===== src/rtl/lfsr_pkg.sv =====
// lfsr_pkg: shared constants and default tap masks for the lfsr block.
// Tap masks are returned at full MAX_WIDTH and truncated by the caller.
package lfsr_pkg;

  localparam int MAX_WIDTH          = 4096;
  localparam int MIN_WIDTH          = 3;
  localparam int DEFAULT_WORD_WIDTH = 512;
  localparam int DEFAULT_SEED       = 1;
  localparam int DEFAULT_STEPS      = 1;

  // Known maximal-length masks; unknown widths yield zero so the
  // top-bit tap check in lfsr rejects them unless TAPS is overridden.
  function automatic logic [MAX_WIDTH-1:0] default_taps(
    input int width
  );
    logic [MAX_WIDTH-1:0] t;
    t = '0;
    case (width)
      8: begin
        t[7:0] = 8'hB8;
      end
      16: begin
        t[15:0] = 16'hB400;
      end
      32: begin
        t[31] = 1'b1;
        t[21] = 1'b1;
        t[1]  = 1'b1;
        t[0]  = 1'b1;
      end
      512: begin
        t[511] = 1'b1;
        t[509] = 1'b1;
        t[506] = 1'b1;
        t[503] = 1'b1;
      end
      default: begin
        t = '0;
      end
    endcase
    return t;
  endfunction

endpackage


===== src/rtl/lfsr_step.sv =====
// lfsr_step: one combinational Fibonacci shift.
// Feedback is the XOR of tapped bits, entering at bit 0.
module lfsr_step
  import lfsr_pkg::*;
#(
  parameter int                    WORD_WIDTH = DEFAULT_WORD_WIDTH,
  parameter logic [WORD_WIDTH-1:0] TAPS       =
    WORD_WIDTH'(default_taps(WORD_WIDTH))
) (
  input  logic [WORD_WIDTH-1:0] s_i,
  output logic [WORD_WIDTH-1:0] f_o
);

  logic fb;

  // Parity of the tapped bits, then left shift with fb at the bottom.
  always_comb begin
    fb  = ^(s_i & TAPS);
    f_o = {s_i[WORD_WIDTH-2:0], fb};
  end

endmodule


===== src/rtl/lfsr.sv =====
// lfsr: free-running Fibonacci LFSR, STEPS shifts per clock, one register.
// Optional LFSR_LOCKUP_GUARD_EN reloads SEED from an all-zero state.
module lfsr
  import lfsr_pkg::*;
#(
  parameter int                    WORD_WIDTH = DEFAULT_WORD_WIDTH,
  parameter logic [WORD_WIDTH-1:0] TAPS       =
    WORD_WIDTH'(default_taps(WORD_WIDTH)),
  parameter logic [WORD_WIDTH-1:0] SEED       =
    WORD_WIDTH'(DEFAULT_SEED),
  parameter int                    STEPS      = DEFAULT_STEPS
) (
  input  logic                  clk,
  input  logic                  rst,
  output logic [WORD_WIDTH-1:0] rand_out
);

  if (WORD_WIDTH < MIN_WIDTH || WORD_WIDTH > MAX_WIDTH) begin : g_bad_w
    $error("lfsr: WORD_WIDTH out of range 3..4096");
  end

  if (SEED == '0) begin : g_bad_seed
    $error("lfsr: SEED must be non-zero");
  end

  if (TAPS[WORD_WIDTH-1] != 1'b1) begin : g_bad_taps
    $error("lfsr: TAPS top bit must be set");
  end

  if (STEPS < 1 || STEPS > WORD_WIDTH) begin : g_bad_steps
    $error("lfsr: STEPS out of range 1..WORD_WIDTH");
  end

  logic [WORD_WIDTH-1:0] state_q;
  logic [WORD_WIDTH-1:0] state_d;
  logic [WORD_WIDTH-1:0] chain [STEPS+1];

  assign chain[0] = state_q;

  for (genvar g = 0; g < STEPS; g++) begin : g_step
    lfsr_step #(
      .WORD_WIDTH (WORD_WIDTH),
      .TAPS       (TAPS)
    ) u_step (
      .s_i (chain[g]),
      .f_o (chain[g+1])
    );
  end

`ifdef LFSR_LOCKUP_GUARD_EN
  logic zero_st;

  // Recover from a corrupted all-zero state by reseeding.
  always_comb begin
    zero_st = ~|state_q;
    state_d = chain[STEPS];
    if (zero_st) begin
      state_d = SEED;
    end
  end
`else
  // Next state is the end of the unrolled shift chain.
  always_comb begin
    state_d = chain[STEPS];
  end
`endif

  // State register; reset has priority and reloads SEED.
  always_ff @(posedge clk) begin
    if (rst) begin
      state_q <= SEED;
    end else begin
      state_q <= state_d;
    end
  end

  assign rand_out = state_q;

endmodule


===== config.mk =====
export PLATFORM = sky130hd
export DESIGN_NAME = lfsr
export DESIGN_NICKNAME = d
export VERILOG_FILES = /design/src/rtl/lfsr_pkg.sv /design/src/rtl/lfsr_step.sv /design/src/rtl/lfsr.sv
export SDC_FILE = /design/constraint.sdc
export NUM_CORES = 1
export LEC_CHECK = 0
export ABC_AREA = 1
export BUFFER_PORTS_ARGS = -buffer_cell sky130_fd_sc_hd__buf_2
export CORE_AREA = 2 2 199 201
export CTS_BUF_LIST = sky130_fd_sc_hd__clkbuf_16
export DETAILED_ROUTE_END_ITERATION = 12
export DIE_AREA = 0 0 201 203
export PLACE_DENSITY = 0.69
export SLEW_MARGIN = 20
export SYNTH_ARGS = -nofsm -noshare
export SYNTH_HDL_FRONTEND = slang
export SYNTH_SLANG_ARGS = --single-unit

===== constraint.sdc =====
create_clock -name clk -period 0.9 [get_ports clk]
set_input_delay 0 -clock clk [delete_from_list [all_inputs] [get_ports clk]]
set_output_delay 0 -clock clk [all_outputs]
set_load 0.01 [all_outputs]

==> metrics, run 1 <==
crit path max-delay cell type=dfxtp_4; total gr overflow=0; total power=44.0 mW; post-route DRC violation count=0; Critical Path RT=0.90 ns; Initial Util=38.5%; vias in the first global route=12,500; status=finished with violations; Initial DRT Pass Iterations=5; initial antenna violation count=1; antenna cells=0; WP data arrival=1.07 ns; Vias=12,500; root buffer cell=clkbuf_16; maximum clock frequency=936 MHz; worst-path maximum fanout=2; Detailed Route WL=51,500 um; Final Max Tran Viols=0; syn nets=1,610; CTS Buf Count=49; Worst setup SP type=flip-flop; Clock H-tree levels=2; GPL Wtd Cong=0.899; cell count after synthesis=1,608; fillers=2,485; unrepaired setup endpoints after global routing=true; pwr dens=1780 nW/um2; Initial DRC Count=517; placed inst area=17,700 um2; clock latency on the worst-skew pair=0.57 ns; Avg Inst Size Synth=9.20 um2; die footprint=40,800 um2; global-route wire length before repair=69,200 um; max_slew headroom=80.5%; TritonCTS clock tree=done; Final ANT Viol Nets=0; vias per cell=4.33; clock sink count=512; pin count of the biggest net entering global routing=70; critical path's top delay family=flip-flops; CTS Buffer Depth=3; failing checks=setup timing; min cycle time layout=1.07 ns; area grow syn2layout=66.8%; Synth Cell Area=14,800 um2; DIE HEIGHT=203 um; highest-count cells in the layout ignoring fill and taps=inv_1 (515), buf_6 (513), nor2_1 (511); core area=38,500 um2; max FFs per register=512; final worst-path cycle share=119%; I/O Buffers=513; count of final setup violators=512; HP Class=flip-flop to flip-flop; most common cell after layout, fill and taps aside=inv_1; clock slew at reported path FFs=0.07 ns; Final #Nets=2,341; Row Count=72; Buf/Inv on CP=1; final-report hold violation count=0; setup ws final=-0.168 ns; Yosys reg bits=512; LEAKAGE=10.9 nW; Avg WL per Cell=17.8 um; worst vdd rail ir drop=0.00151 V; max-cap viol count=0; I/O pins=514; Post-DP HPWL=26,300 um; GRT Overall Usage=21.6%; chip width=201 um; Slew @ Worst Pin=0.292 ns; cell area after layout=24,700 um2; skew final=0.0167 ns; Unique masters post-synth=8; crit path kind=flip-flop to output port; Worst path max stage delay=0.37 ns; YS warnings=0; share of layout cells above drive strength 1=55.6%; register area share after synthesis=69.3%; worst-path cell chain=buf_6; Crit. End Element=output port
-- per-stage QoR --
step	std cells	setup WS [ns]	util, %	hold slack, ns	setup TNS [ns]
floorplan	1608	0.108	-	0.312	0
global placement	2608	0.132	46.0	0.402	0
global route	2893	-0.207	64.1	0.434	-81.80
detailed placement	2608	0.112	46.0	0.407	0
finish	2893	-0.168	64.1	0.417	-59.26
CTS	2770	-0.194	61.7	0.410	-73.89
-- power by group --
part	internal, mW	switching (mW)	total (mW)	leakage (nW)
Clock	11.8	8.96	20.8	0.794
Combinational	0.181	0.403	0.584	5.73
Sequential	22.6	0.0113	22.6	4.39
-- layout make-up --
type	instances	area [um2]	share of cell area, %
Sequential cell	512	10900	44.3
Timing Repair Buffer	737	7610	30.8
Multi-Input combinational cell	526	1980	8.01
Inverter	513	1930	7.81
Clock buffer	50	1250	5.07
Tap cell	518	648	2.63
Clock inverter	37	340	1.38
-- worst reg2reg max path, cell delays in order (launching register included) --
cell and delay [ns]:
dfxtp_2 0.34, buf_4 0.10, buf_4 0.09, inv_1 0.03, nor2_1 0.21
-- repair_timing --
item	CTS	global route
pin swaps	0	2
setup endpoints to repair	512	513
hold buffers	1	0
resized for setup	1064	10
setup buffers	74	124
endpoints found under the hold margin	152	0
-- cell families (layout without fill, tap and decap cells) --
family,Yosys count,after routing,synth area share [%]
buffers and inverters,570,1337,17.4
and+or+nand+nor,526,526,13.4
DFF,512,512,69.3
-- worst paths after layout --
check | slack (ns) | end | cells past startpoint | start
worst min register to register | 0.42 | rand_out[330]$_SDFF_PP0_ | 2 | rand_out[329]$_SDFF_PP0_
worst max-delay path | -0.17 | rand_out[496] | 1 | rand_out[496]$_SDFF_PP0_
worst max register to register | 0.02 | rand_out[434]$_SDFF_PP0_ | 4 | rand_out[433]$_SDFF_PP0_
worst min-delay path | 0.42 | rand_out[330]$_SDFF_PP0_ | 2 | rand_out[329]$_SDFF_PP0_
-- routing by layer --
layer  routed length (um)  global-route usage (%)  vias up
met2                26400                    39.5      597
met1                18000                    21.7     5944
met3                 4150                    7.37      187
met4                 2910                    11.3        2
li1                     -                       -     5792
met5                   13                       0        -
-- synth_stat cells --
cell / number / area (um2)
buf_2: 3 / 15.0
buf_6: 46 / 518
clkbuf_8: 8 / 110
dfxtp_1: 512 / 10200
inv_1: 513 / 1930
nand2_1: 14 / 52.6
nand3_1: 1 / 5.00
nor2_1: 511 / 1920
(Power assumes the default switching activity.)
==> run 2: changes to the inputs <==
- CORE_AREA: 2 2 199 201 -> 2 2 197 199
- DIE_AREA: 0 0 201 203 -> 0 0 199 201
- PLACE_DENSITY: 0.69 -> 0.7
- clock period: 0.9 -> 1.3 ns (I/O delays scaled with it)
==> run 2 against run 1 <==
Net effect:
- the run now ends clean
- critical endpoint is now rand_out[0]
- clock power shrank 38%
- worst hold slack worse by 0.014 ns
- clock-buffer cell count is 1 lower
- worst setup slack better by 0.30 ns
- sequential share of layout area grew 9.6 points
- via count shrank 15%
- core utilization fell by 14 points
- critical path depth is the same
- total power down 34%
- global-route usage is 4.9 points lower
- first-iteration DRC count down 40%
- final area shrank 23%
==> metrics, run 2 (synthesis gave the netlist of run 1 again) <==
Detailed Route WL=34,100 um (-34%); total gr overflow=0 (unchanged); clock latency on the worst-skew pair=0.59 ns (+0.02 ns); crit path max-delay cell type=dfxtp_1; status=finished, final reports clean; GRT Overall Usage=16.6% (-4.9 points); WP depth=1 (unchanged); chip width=199 um (-1.0%); area grow syn2layout=28.6%; vias per cell=3.95 (-8.7%); count of final setup violators=0 (-100%); clock slew at reported path FFs=0.07 ns (about the same); final worst-path cycle share=90.3%; Placed Cells=2,599 (-0.35%); root buffer cell=clkbuf_16; Clock H-tree levels=2 (unchanged); LEAKAGE=9.17 nW (-16%); max-cap viol count=0 (unchanged); maximum clock frequency=852 MHz; highest-count cells in the layout ignoring fill and taps=inv_1 (524), buf_2 (512), dfxtp_1 (512); Final #Nets=2,135 (-8.8%); CTS Buffer Depth=3 (unchanged); Storage cell area=10,200 um2 (-6.2%); share of layout cells above drive strength 1=27.4% (-28 points); worst-path cell chain=buf_2; post-route DRC violation count=0 (unchanged); DIE HEIGHT=201 um (-0.99%); worst vdd rail ir drop=0.00120 V (-21%); Post-CTS Resized=0 (-100%); I/O Buffers=513 (unchanged); Fin Setup TNS=0 ns (+59.26 ns); unrepaired setup endpoints after global routing=false; I/O pins=514 (unchanged); most common cell after layout, fill and taps aside=inv_1; skew final=0.0227 ns (+0.00604 ns); global-route wire length before repair=52,700 um (-24%); Critical Path RT=1.30 ns (+0.40 ns); Reg2Reg Setup Slack=0.47 ns (+0.45 ns); HP Class=flip-flop to flip-flop; Final ANT Viol Nets=0 (unchanged); pwr dens=1520 nW/um2 (-15%); Final Max Tran Viols=0 (unchanged); Buf/Inv on CP=1 (unchanged); antenna cells=0 (unchanged); Crit. End Element=output port; final-report hold violation count=0 (unchanged); crit path kind=flip-flop to output port; hold_buf cts=1 (unchanged); max FFs per register=512 (unchanged); CTS Buf Count=49 (unchanged); initial antenna violation count=0 (-1); Initial DRT Pass Iterations=4 (-1); GPL Wtd Cong=0.828 (-7.9%); fillers=3,537 (+42%); TritonCTS clock tree=done; area of the multi-input gates=1980 um2 (unchanged); Vias=10,600 (-15%); min cycle time layout=1.17 ns; die footprint=40,000 um2 (-2.0%); max_slew headroom=73.2% (-7.3 points); Post-DP HPWL=24,900 um (-5.2%); clock sink count=512 (unchanged); vias in the first global route=10,200 (-19%); Initial Util=38.8% (+0.36 points); WP data arrival=1.17 ns (+0.10 ns); Worst setup SP type=flip-flop; critical path's top delay family=flip-flops; worst-path maximum fanout=2 (unchanged); setup bufs post-CTS=0 (-100%); pin count of the biggest net entering global routing=68 (-2.9%); Finished Layout Cells=2,688 (-7.1%); Initial DRC Count=311 (-40%); Worst path max stage delay=0.42 ns (+0.05 ns); reg2reg path depth=5 (+1); Slew @ Worst Pin=0.402 ns (+0.110 ns); hold path cells=2 (unchanged); core area=38,100 um2 (-0.94%); Row Count=72 (unchanged); Avg WL per Cell=12.7 um (-29%)
run 2: cell count changes in the layout (fill, tap and decap cells not counted), sizes merged:
cell,previous run,this run
bufinv,6,1
inv,520,527
buf,736,530
clkbuf,50,49
run 2: layer usage:
layer,up-vias,share of wire (%),global-route usage (%)
met5,-,0,0
met4,0,3.4,6.93
met3,76,8.6,5.83
met2,350,49,29.5
met1,4813,39,17.8
li1,5384,-,-
run 2: metrics by stage:
step	area, um2	worst slack, ns	util, %	total power, mW	hold WS, ns
2_1_floorplan	14800	0.508	-	16.4	0.312
4_1_cts	19000	0.0728	49.9	29.3	0.390
6_report	19000	0.127	49.9	28.9	0.403
3_3_place_gp	17600	0.400	46.1	16.4	0.389
3_5_place_dp	17600	0.365	46.1	16.4	0.401
5_1_grt	19000	0.0665	49.9	29.9	0.425
run 2: cell type report:
cell class                      count  area share (%)
Clock buffer                       49            6.44
Clock inverter                     39            1.18
Inverter                          513            10.1
Multi-Input combinational cell    526            10.4
Sequential cell                   512            53.9
Tap cell                          518            3.41
Timing Repair Buffer              531            14.6
run 2: worst paths after layout:
kind                            startpoint                  endpoint
setup / recovery    rand_out[0]$_SDFF_PP1_               rand_out[0]
hold / removal    rand_out[141]$_SDFF_PP0_  rand_out[142]$_SDFF_PP0_
setup reg to reg  rand_out[503]$_SDFF_PP0_    rand_out[0]$_SDFF_PP1_
hold reg to reg   rand_out[141]$_SDFF_PP0_  rand_out[142]$_SDFF_PP0_
run 2: power by group:
part	switching (mW)	internal, mW
logic	0.248	0.0699
clock network	5.84	7.07
registers	0.00639	15.7
total	6.09	22.8
